<file path="config.mk">
export PLATFORM = sky130hd
export DESIGN_NAME = mdom_trig_gen
export DESIGN_NICKNAME = d
export VERILOG_FILES = /design/src/rtl/mdom_trig_gen.sv
export SDC_FILE = /design/constraint.sdc
export NUM_CORES = 1
export LEC_CHECK = 0
export BUFFER_PORTS_ARGS = -buffer_cell sky130_fd_sc_hd__buf_4
export CORE_ASPECT_RATIO = 1.4
export CORE_MARGIN = 2
export CORE_UTILIZATION = 45
export CTS_CLUSTER_DIAMETER = 200
export DETAILED_ROUTE_END_ITERATION = 12
export HOLD_SLACK_MARGIN = 0.03
export PLACE_DENSITY_LB_ADDON = 0.12
export SLEW_MARGIN = 10
export SYNTH_ARGS = -nofsm -noshare
export SYNTH_HDL_FRONTEND = slang
export SYNTH_SLANG_ARGS = --single-unit
</file>
<file path="constraint.sdc">
create_clock -name clk -period 3.75 [get_ports clk]
set_input_delay 0.75 -clock clk [delete_from_list [all_inputs] [get_ports clk]]
set_output_delay 0.75 -clock clk [all_outputs]
set_load 0.01 [all_outputs]
</file>
<file path="src/rtl/mdom_trig_gen.sv">
// Per-channel trigger generator: threshold, discriminator and external
// trigger sources feed an IDLE/ARMED/HOLDOFF FSM that emits single-cycle
// trigger pulses with a source code and a wrapping trigger count.
module mdom_trig_gen #(
   parameter int HOLDOFF = 16,
   parameter int CNT_W   = 32
) (
   input  logic             clk,
   input  logic             rst,
   input  logic             trig_et,
   input  logic             trig_gt,
   input  logic             trig_lt,
   input  logic             trig_run,
   input  logic             discr_trig_pol,
   input  logic [11:0]      trig_thresh,
   input  logic             disc_trig_en,
   input  logic             thresh_trig_en,
   input  logic             ext_trig_en,
   input  logic [11:0]      adc_data,
   input  logic             adc_valid,
   input  logic             discr_in,
   input  logic             ext_trig_in,
   output logic             trig,
   output logic [2:0]       trig_src,
   output logic [CNT_W-1:0] trig_cnt,
   output logic             armed
);

   typedef enum logic [1:0] {
      ST_IDLE    = 2'd0,
      ST_ARMED   = 2'd1,
      ST_HOLDOFF = 2'd2
   } state_e;

   state_e             state_q, state_d;
   logic [11:0]        s1_data_q, s1_data_d;
   logic               s1_valid_q, s1_valid_d;
   logic [11:0]        prev_q, prev_d;
   logic               thr_hit_q, thr_hit_d;
   logic               sync1_q, sync1_d;
   logic               sync2_q, sync2_d;
   logic               disc_lvl_q, disc_lvl_d;
   logic               disc_hit_q, disc_hit_d;
   logic               ext_hit_q, ext_hit_d;
   logic [15:0]        hold_cnt_q, hold_cnt_d;
   logic [CNT_W-1:0]   trig_cnt_q, trig_cnt_d;
   logic               cur_lvl;
   logic               et, gt, lt;
   logic [2:0]         hit_vec;

   // Source pipelines: sample stage, threshold compare, discriminator sync/edge, external.
   always_comb begin
      s1_data_d  = adc_data;
      s1_valid_d = adc_valid;

      et = (prev_q < trig_thresh) && (s1_data_q >= trig_thresh);
      gt = s1_data_q > trig_thresh;
      lt = s1_data_q < trig_thresh;
      thr_hit_d = thresh_trig_en & s1_valid_q &
                  ((trig_et & et) | (trig_gt & gt) | (trig_lt & lt));

      // prev is held at zero while disarmed so the first sample after arming
      // can produce an edge crossing.
      prev_d = prev_q;
      if (state_q == ST_IDLE) begin
         prev_d = '0;
      end else if (s1_valid_q) begin
         prev_d = s1_data_q;
      end

      sync1_d    = discr_in;
      sync2_d    = sync1_q;
      cur_lvl    = sync2_q ^ discr_trig_pol;
      disc_lvl_d = cur_lvl;
      disc_hit_d = disc_trig_en & cur_lvl & ~disc_lvl_q;

      ext_hit_d = ext_trig_en & ext_trig_in;
   end

   // Trigger FSM: next state, holdoff counter, trigger count and pulse outputs.
   always_comb begin
      hit_vec    = {ext_hit_q, disc_hit_q, thr_hit_q};
      state_d    = state_q;
      hold_cnt_d = hold_cnt_q;
      trig_cnt_d = trig_cnt_q;
      trig       = 1'b0;
      trig_src   = 3'b000;
      case (state_q)
         ST_IDLE: begin
            hold_cnt_d = '0;
            if (trig_run) state_d = ST_ARMED;
         end
         ST_ARMED: begin
            if (!trig_run) begin
               state_d = ST_IDLE;
            end else if (|hit_vec) begin
               trig       = 1'b1;
               trig_src   = hit_vec;
               trig_cnt_d = trig_cnt_q + CNT_W'(1);
               hold_cnt_d = 16'(HOLDOFF - 1);
               state_d    = ST_HOLDOFF;
            end
         end
         ST_HOLDOFF: begin
            if (!trig_run) begin
               state_d    = ST_IDLE;
               hold_cnt_d = '0;
            end else if (hold_cnt_q == '0) begin
               state_d = ST_ARMED;
            end else begin
               hold_cnt_d = hold_cnt_q - 16'd1;
            end
         end
         default: begin
            state_d    = ST_IDLE;
            hold_cnt_d = '0;
         end
      endcase
   end

   // State and pipeline registers with asynchronous reset.
   always_ff @(posedge clk or posedge rst) begin
      if (rst) begin
         state_q    <= ST_IDLE;
         s1_data_q  <= '0;
         s1_valid_q <= 1'b0;
         prev_q     <= '0;
         thr_hit_q  <= 1'b0;
         sync1_q    <= 1'b0;
         sync2_q    <= 1'b0;
         disc_lvl_q <= 1'b0;
         disc_hit_q <= 1'b0;
         ext_hit_q  <= 1'b0;
         hold_cnt_q <= '0;
         trig_cnt_q <= '0;
      end else begin
         state_q    <= state_d;
         s1_data_q  <= s1_data_d;
         s1_valid_q <= s1_valid_d;
         prev_q     <= prev_d;
         thr_hit_q  <= thr_hit_d;
         sync1_q    <= sync1_d;
         sync2_q    <= sync2_d;
         disc_lvl_q <= disc_lvl_d;
         disc_hit_q <= disc_hit_d;
         ext_hit_q  <= ext_hit_d;
         hold_cnt_q <= hold_cnt_d;
         trig_cnt_q <= trig_cnt_d;
      end
   end

   assign trig_cnt = trig_cnt_q;
   assign armed    = (state_q == ST_ARMED);

endmodule
</file>
# Yosys cells after proc, flatten, opt, wreduce, memory -nomap -nowiden
# Cells that the tools add are included.
[totals]
reg_bits = 81
word_cells = 65
inputBits = 37
out_inout_bits = 37
[op_classes]
magnitude_cmp = 4
bitwise = 12
mux = 19
n_eq_ne = 8
add_sub_neg = 2
n_reduce_logical = 8
[ops]
columns = ["op", "count"]
rows = [
  ["$mux 16", 4],
  ["$add 32x1->32 const B", 1],
  ["$pmux 16 s2", 1],
  ["$lt 12x12->1", 2],
  ["$mux 12", 2],
  ["$logic_not 16->1", 1],
  ["$sub 16x1->16 const B", 1],
  ["$ge 12x12->1", 1],
  ["$gt 12x12->1", 1],
  ["$mux 2", 5],
  ["$mux 3", 3],
  ["$reduce_and 3->1", 3],
  ["$and 1x1->1", 8],
  ["$ne 3x3->1 const B", 2],
  ["$pmux 2 s3", 1],
  ["$ne 2x2->1 const B", 2],
  ["$mux 1", 3],
  ["$ne 3x2->1 const B", 1],
  ["$reduce_or 3->1", 1],
  ["$eq 2x1->1 const B", 1],
  ["$eq 2x2->1 const B", 1],
  ["$logic_not 2->1", 1],
  ["$ne 2x1->1 const B", 1],
  ["$or 1x1->1", 2],
  ["4 further kinds", 4],
]

# Longest topological paths before layout
# Gate-level depths: netlist of run 1.
[depth]
ltp_word = 6
depth_mapped = 10

# Worst setup path before layout of run 1
# No wires, ideal clock.
[synth_timing]
kind = "input -> register"
start = "in trig_thresh[1]"
end = "reg thr_hit_q"
setup_slack_ps = 1673
cell_stages = 7
setup_ps = 69
n_path_buf = 0
arrival_ps = 2008
cell_sequence = "inv_1 > ha_1 > nor2b_1 > o211ai_1 > a211oi_1 > or4_1 > nand3_1"
[synth_between]
elab_chain_cells = 6
word_cells_on_any_way = 11
[synth_lines]
columns = ["item", "line_no", "text"]
rows = [
  ["start: declaration", "15", "input logic [11:0] trig_thresh,"],
  ["$lt 12x12->1 or $ge 12x12->1 (tied branches)", "56", "et = (prev_q < trig_thresh) && (s1_data_q >= trig_thresh);"],
  ["$logic_and 1x1->1", "56", ""],
  ["$and 1x1->1", "60", "((trig_et & et) | (trig_gt & gt) | (trig_lt & lt));"],
  ["$or 1x1->1", "60", ""],
  ["$or 1x1->1 (*)", "60", ""],
  ["$and 1x1->1 (*)", "59", "thr_hit_d = thresh_trig_en & s1_valid_q &"],
  ["named net thr_hit_d", "39", "logic thr_hit_q, thr_hit_d;"],
  ["end signal: assignment", "141", "thr_hit_q <= thr_hit_d;"],
  ["end: declaration", "39", ""],
]
# The timed path passes the listed nets; every way through them passes the cells marked *.
# A chain may end at the register's enable or synchronous reset.

# Worst setup path after layout of run 1
[layout_timing]
start = "reg state_q[1]"
end = "out trig"
[layout_between]
elab_chain_cells = 2
[layout_lines]
columns = ["item", "line_no", "text"]
rows = [
  ["start: declaration", "35", "state_e state_q, state_d;"],
  ["start signal: assignment", "137", "state_q <= state_d;"],
  ["$eq 2x1->1", "88", "case (state_q)"],
  ["$mux 1", "88", ""],
  ["end: declaration", "23", "output logic trig,"],
]
# Every way passes these cells.

==> results of run 1 <==
==> critical path, cell delays in order (launching register included) <==
cell and delay [ps]:
dfrtp_1 410, inv_1 90, ha_1 410, o311ai_4 240, inv_2 130, buf_4 130
==> layout make-up <==
class | count | area (um2) | area share [%]
clock inverters | 7 | 77.6 | 1.52
clock buffers | 9 | 225 | 4.41
well taps | 107 | 134 | 2.62
flip-flops and latches | 81 | 2030 | 39.7
repair buffers | 75 | 563 | 11.0
inverters | 23 | 87.6 | 1.71
multi-input cells | 276 | 2000 | 39.1
==> metal layers <==
metal  vias to the layer above  global-route usage, %  part of all wire (%)
met1                      1532                   23.1                    43
met3                        15                   4.98                   5.1
li1                       1548                      -                     -
met2                        67                   29.2                    49
met4                         0                   9.92                   2.4
met5                         -                      0                     0
==> Yosys cell counts (9+ instances only) <==
cell type	n
nor2_1	31
dfrtp_1	81
nand2_1	23
xnor2_1	27
ha_1	30
and3_1	11
xor2_1	9
o21ai_0	17
inv_1	22
nand3_1	19
mux2i_1	13
a21oi_1	11
==> worst max path at each step <==
stage	startpoint	to	slack [ps]	depth (start not counted)
after CTS	state_q[1]$_DFFE_PP0P_	trig	1220	5
final	state_q[1]$_DFFE_PP0P_	trig	1240	5
after floorplan	rst	disc_hit_q$_DFF_PP0_	920	1
after global placement	state_q[1]$_DFFE_PP0P_	trig_cnt[27]$_DFFE_PP0P_	1510	7
after global routing	state_q[1]$_DFFE_PP0P_	trig	1110	5
after detailed placement	state_q[1]$_DFFE_PP0P_	trig_cnt[27]$_DFFE_PP0P_	1430	7
==> kinds of logic after synthesis <==
kind of cell	Yosys count	share of synthesized area [%]
buffers and inverters	34	3.51
muxes	13	3.12
xor gates and xnor gates	36	7.56
adders and majority gates	30	9.00
DFF	81	48.6
and+or+nand+nor	136	18.2
AOI/OAI and AO/OA	61	9.96
==> sequential cells by signal, indices dropped and copies added (netlist names), 2 cells and up <==
| signal | flops |
|---|---|
| state_q | 2 |
| hold_cnt_q | 16 |
| s1_data_q | 12 |
| trig_cnt | 32 |
| prev_q | 12 |
==> layout by cell type, fill, tap and decap left out, types with 11 or more instances in the layout <==
cell type / n
inv_1: 21
dfrtp_1: 81
nand2_1: 23
ha_1: 30
buf_4: 75
nand3_1: 19
a21oi_1: 11
mux2i_1: 13
nor2_1: 31
xnor2_1: 27
and3_1: 11
o21ai_0: 17
==> power by group through the flow <==
stage	sequential [mW]	combinational (mW)	clock (mW)
2_1_floorplan	1.10	0.656	0
3_5_place_dp	1.12	0.895	0
4_1_cts	1.10	0.901	0.918
3_3_place_gp	1.12	0.880	0
5_1_grt	1.12	1.01	0.963
6_report	1.10	0.891	0.892
==> stage by stage <==
step                power (mW)  std cells
finish                    2.89        578
global route              3.09        578
CTS                       2.92        578
detailed placement        2.01        562
global placement          2.00        562
floorplan                 1.75        391
==> impl_results.md, run 1 <==
- Status: finished clean
- Detailed Route WL: 8.72 mm
- Global-route usage over all layers: 18.6%
- Final setup TNS: 0 ps
- VDD IR max: 305 uV
- Overflow after GRT: 0
- Vias in the first global route: 3,180
- WL per Instance: between 15 and 20 um
- Die area: 10,100 um2
- LEAKAGE: approximately 2.5 nW
- Clk slew on worst S/H paths: roughly 60 ps
- Core area: 9030 um2
- Final #Nets: 533
- Total CTS buffers: 9
- RR Startpoint: state_q[1]$_DFFE_PP0P_
- Layout area overhead: 22.6%
- Hold path start: sync1_q$_DFF_PP0_
- Syn avg cell area: 10.7 um2
- First-iteration detailed-routing DRC count: 123
- Seq cells post-synth: 81
- Sequential share of power: a little under two fifths
- Unrepaired setup endpoints after global routing: no
- Ant diodes: 0
- Crit Path Max Fanout: 12
- PortBufs: 73
- Core Util, Final: between 50% and 60%
- Synth warn: 0
- Worst Slack Setup Final: 1240 ps
- Hold endpoint: sync2_q$_DFF_PP0_
- Internal power: 1.89 mW
- Startpoint Class: register
- PostCTS Resize Cnt: 0
- Combinational Power Share: 30.9%
- Reg-to-reg setup timing slack: 1420 ps
- Crit Path Category: reg2out
- Final period utilization: 66.9%
- Skew-Pair Late Insertion Delay: 340 ps
- Synth area leader: dfrtp_1
- Unique masters post-synth: 52
- Min cycle time layout: 2510 ps
- Post-Layout Inst Area: 5110 um2
- Placed inst area: 4810 um2
- Setup bufs post-CTS: 0
- Reg2reg path depth: 8
- Largest cells by area after synthesis: dfrtp_1, ha_1, xnor2_1, mux2i_1, nor2_1
- Clock tree sinks: 81
- DR vias: approximately 3,200
- Fmax: roughly 400 MHz
- Hold_buf cts: 0
- Max-cap violations: 0
- Share of layout cells above drive strength 1: 22.5%
- Final Hold Viols: 0
- Worst Path Arrival: 1760 ps
- H-tree depth: 3
- PD cells: 565 nW/um2
- P_sw: 1.00 mW
- Synth Flop Type: dfrtp_1
- Synthesized area: 4170 um2
- Post-DP HPWL: 6.56 mm
- Switching Share: 34.7%
- Chip width: 85.4 um
- Power share of the clock group: a little under a third
- Io pins: 74
- First-pass GRT wire length: 14.7 mm
- Maximum clock insertion buffer count: 2
- Critical Path RT: approximately 3000 ps
- Number of setup violations in the final report: 0
- Starting Density: approximately 46%
- Post-synth EDFFs: 0
- Fin. max-slew vios: 0
- Layout fillers: 793
- RePlAce Congestion: 0.827
- Clock Skews: 5.67 ps
- Hold Path Depth: 0
- Post-synth top area share: 48.6%
- Fin Hold WS: 351 ps
- Floorplan row count: around 40
- Initial antenna violation count: 0
- R2R Path End: trig_cnt[26]$_DFFE_PP0P_
- Asr flop ratio synth: 100%
- DP Worst Slack: 1430 ps
- DRC viols: 0
- Element type at the critical path end: output port
- Rel. slew slack: 48.4%
- Pre-Repair DR Iteration Count: 4
- Final ANT Viol Nets: 0
- Via-to-Cell Ratio: around 5.5
- Worst-Margin Slew: 774 ps
- CTS Root Buffer Type: clkbuf_16
- Syn Inst Count: between 300 and 400
- Largest net degree at the start of global routing: 31
- Die height: 118 um
- Syn_nets: 458
- Register area share after synthesis: around half
- CTS tree: done
- Worst Hold Class: reg2reg
(Power assumes the default switching activity.)
==> inputs of run 2 (changes only) <==
clock period = 2.46 ns   (was 3.75 ns; I/O delays follow)
==> run 2 against run 1 <==
Critical path depth is the same. Worst setup slack lost 1100 ps. Register-to-register slack worse by 1200 ps.
==> impl_results.md, run 2 (synthesis results as in run 1) <==
- Status: finished clean (unchanged)
- Worst Hold Class: in2async (was reg2reg)
- Element type at the critical path end: output port (unchanged)
- CTS tree: done (unchanged)
- First-pass GRT wire length: 15.0 mm (was 14.7 mm)
- Clock Skews: 7.17 ps (was 5.67 ps)
- Via-to-Cell Ratio: 5.42 (was 5.47)
- Critical path's largest stage delay: 440 ps (was 410 ps)
- Post-Layout Inst Area: 5150 um2 (was 5110 um2)
- Die area: 10,100 um2 (unchanged)
- Most frequent cells in the layout: dfrtp_1, buf_4, nor2_1 (unchanged)
- Fin. max-slew vios: 0 (unchanged)
- Critical Path RT: 1970 ps (was 3000 ps)
- DR vias: 3,164 (was 3,162)
- Crit Path Max Fanout: 12 (unchanged)
- Layout area overhead: 23.4% (was 22.6%)
- Final setup TNS: 0 ps (unchanged)
- Flip-flop count of the largest register after layout: 32 (unchanged)
- WL per Instance: 14.9 um (was 15.1 um)
- Crit-path leading delay family: adder cells (was flip-flops)
- Total CTS buffers: 9 (unchanged)
- Chip width: 85.4 um (unchanged)
- LEAKAGE: 2.53 nW (was 2.52 nW)
- Maximum clock insertion buffer count: 2 (unchanged)
- Clock tree sinks: 81 (unchanged)
- Core Util, Final: 57.0% (was 56.6%)
- Core area: 9030 um2 (unchanged)
- Clk slew on worst S/H paths: 60 ps (about the same)
- Rel. slew slack: 62.9% (was 48.4%)
- PostCTS Resize Cnt: 0 (unchanged)
- RePlAce Congestion: 0.840 (was 0.827)
- Detailed Route WL: 8.73 mm (was 8.72 mm)
- Setup bufs post-CTS: 0 (unchanged)
- Final ANT Viol Nets: 0 (unchanged)
- Crit Path Category: reg2out (unchanged)
- Final #Nets: 539 (was 533)
- Critical path buffer and inverter count: 3 (unchanged)
- Initial antenna violation count: 0 (unchanged)
- Worst Path Arrival: 1800 ps (was 1760 ps)
- Final Hold Viols: 0 (unchanged)
- Worst-Margin Slew: 556 ps (was 774 ps)
- Fmax: 436 MHz
- Starting Density: 46.2% (unchanged)
- Global-route usage over all layers: 18.6% (about the same)
- Total power: 4.37 mW (was 2.89 mW)
- Largest net degree at the start of global routing: 21 (was 31)
- PortBufs: 73 (unchanged)
- Max-cap violations: 0 (unchanged)
- Min cycle time layout: 2290 ps
- DRC viols: 0 (unchanged)
- Placed inst area: 4860 um2 (was 4810 um2)
- First-iteration detailed-routing DRC count: 135 (was 123)
- Pre-Repair DR Iteration Count: 4 (unchanged)
- Vias in the first global route: 3,245 (was 3,180)
- Ant diodes: 0 (unchanged)
- Final period utilization: between 90% and 100%
- Io pins: 74 (unchanged)
- Startpoint Class: register (unchanged)
- PD cells: 849 nW/um2 (was 565 nW/um2)
- Share of layout cells above drive strength 1: 22.9% (was 22.5%)
- H-tree depth: 3 (unchanged)
- Number of setup violations in the final report: 0 (unchanged)
- Unrepaired setup endpoints after global routing: no (unchanged)
- Cell Chain, Critical Path: inv_1, ha_1, o311ai_4, inv_2, buf_4 (unchanged)
- VDD IR max: 580 uV (was 305 uV)
- Floorplan row count: 41 (unchanged)
- Slowest-stage cell, CP: ha_1 (was dfrtp_1)
- CTS Root Buffer Type: clkbuf_16 (unchanged)
- Overflow after GRT: 0 (unchanged)
- Post-DP HPWL: 6.53 mm (was 6.56 mm)
- Die height: 118 um (unchanged)
- Skew-Pair Late Insertion Delay: 340 ps (about the same)
- Hold_buf cts: 0 (unchanged)
## run 2: changes by cell type in the layout (fill, tap and decap cells not counted), sizes merged
cell      previous run  this run
clkinv               3         1
clkbuf               9        12
inv                 25        22
clkinvlp             1         3
buf                 75        81
## run 2: final timing paths
check                                            start                   endpoint  slack [ps]  cells after the start
worst max-delay path            state_q[1]$_DFFE_PP0P_                       trig         170                      5
worst min register to register       sync1_q$_DFF_PP0_          sync2_q$_DFF_PP0_         360                      0
worst min-delay path                               rst       s1_valid_q$_DFF_PP0_         160                      2
max in group asynchronous                          rst  hold_cnt_q[1]$_DFFE_PP0P_        1710                      3
worst max register to register  state_q[1]$_DFFE_PP0P_   trig_cnt[27]$_DFFE_PP0P_         260                      7
min in group clk                           adc_data[3]     s1_data_q[3]$_DFF_PP0_         250                      1
## run 2: layer usage
metal	wire length (um)	share of wire (%)	up-vias	global-route usage, %
met3	429	4.9	17	3.51
met5	0	0	-	0
met1	3770	43	1507	23.2
met4	214	2.5	0	9.42
met2	4310	49	80	30.4
li1	-	-	1560	-
## run 2: final cells by class
class / instances / area, um2
inverters: 23 / 90.1
well taps: 107 / 134
multi-input cells: 276 / 2000
clock buffers: 12 / 236
flip-flops and latches: 81 / 2030
fillers: 804 / 3880
repair buffers: 81 / 608
clock inverters: 4 / 53.8
## run 2: per-stage QoR
step           cells  setup slack [ps]  hold WS (ps)
2_1_floorplan    391               469           331
3_3_place_gp     568               362           335
3_5_place_dp     568               271           351
4_1_cts          584               176           164
5_1_grt          584              53.0           182
6_report         584               165           157
## run 2: report_power, final
group | internal [mW] | switching (mW) | total [mW] | leakage, nW
sequential | 1.52 | 0.164 | 1.68 | 1.07
clock | 0.789 | 0.534 | 1.32 | 0.133
combinational | 0.565 | 0.797 | 1.36 | 1.33
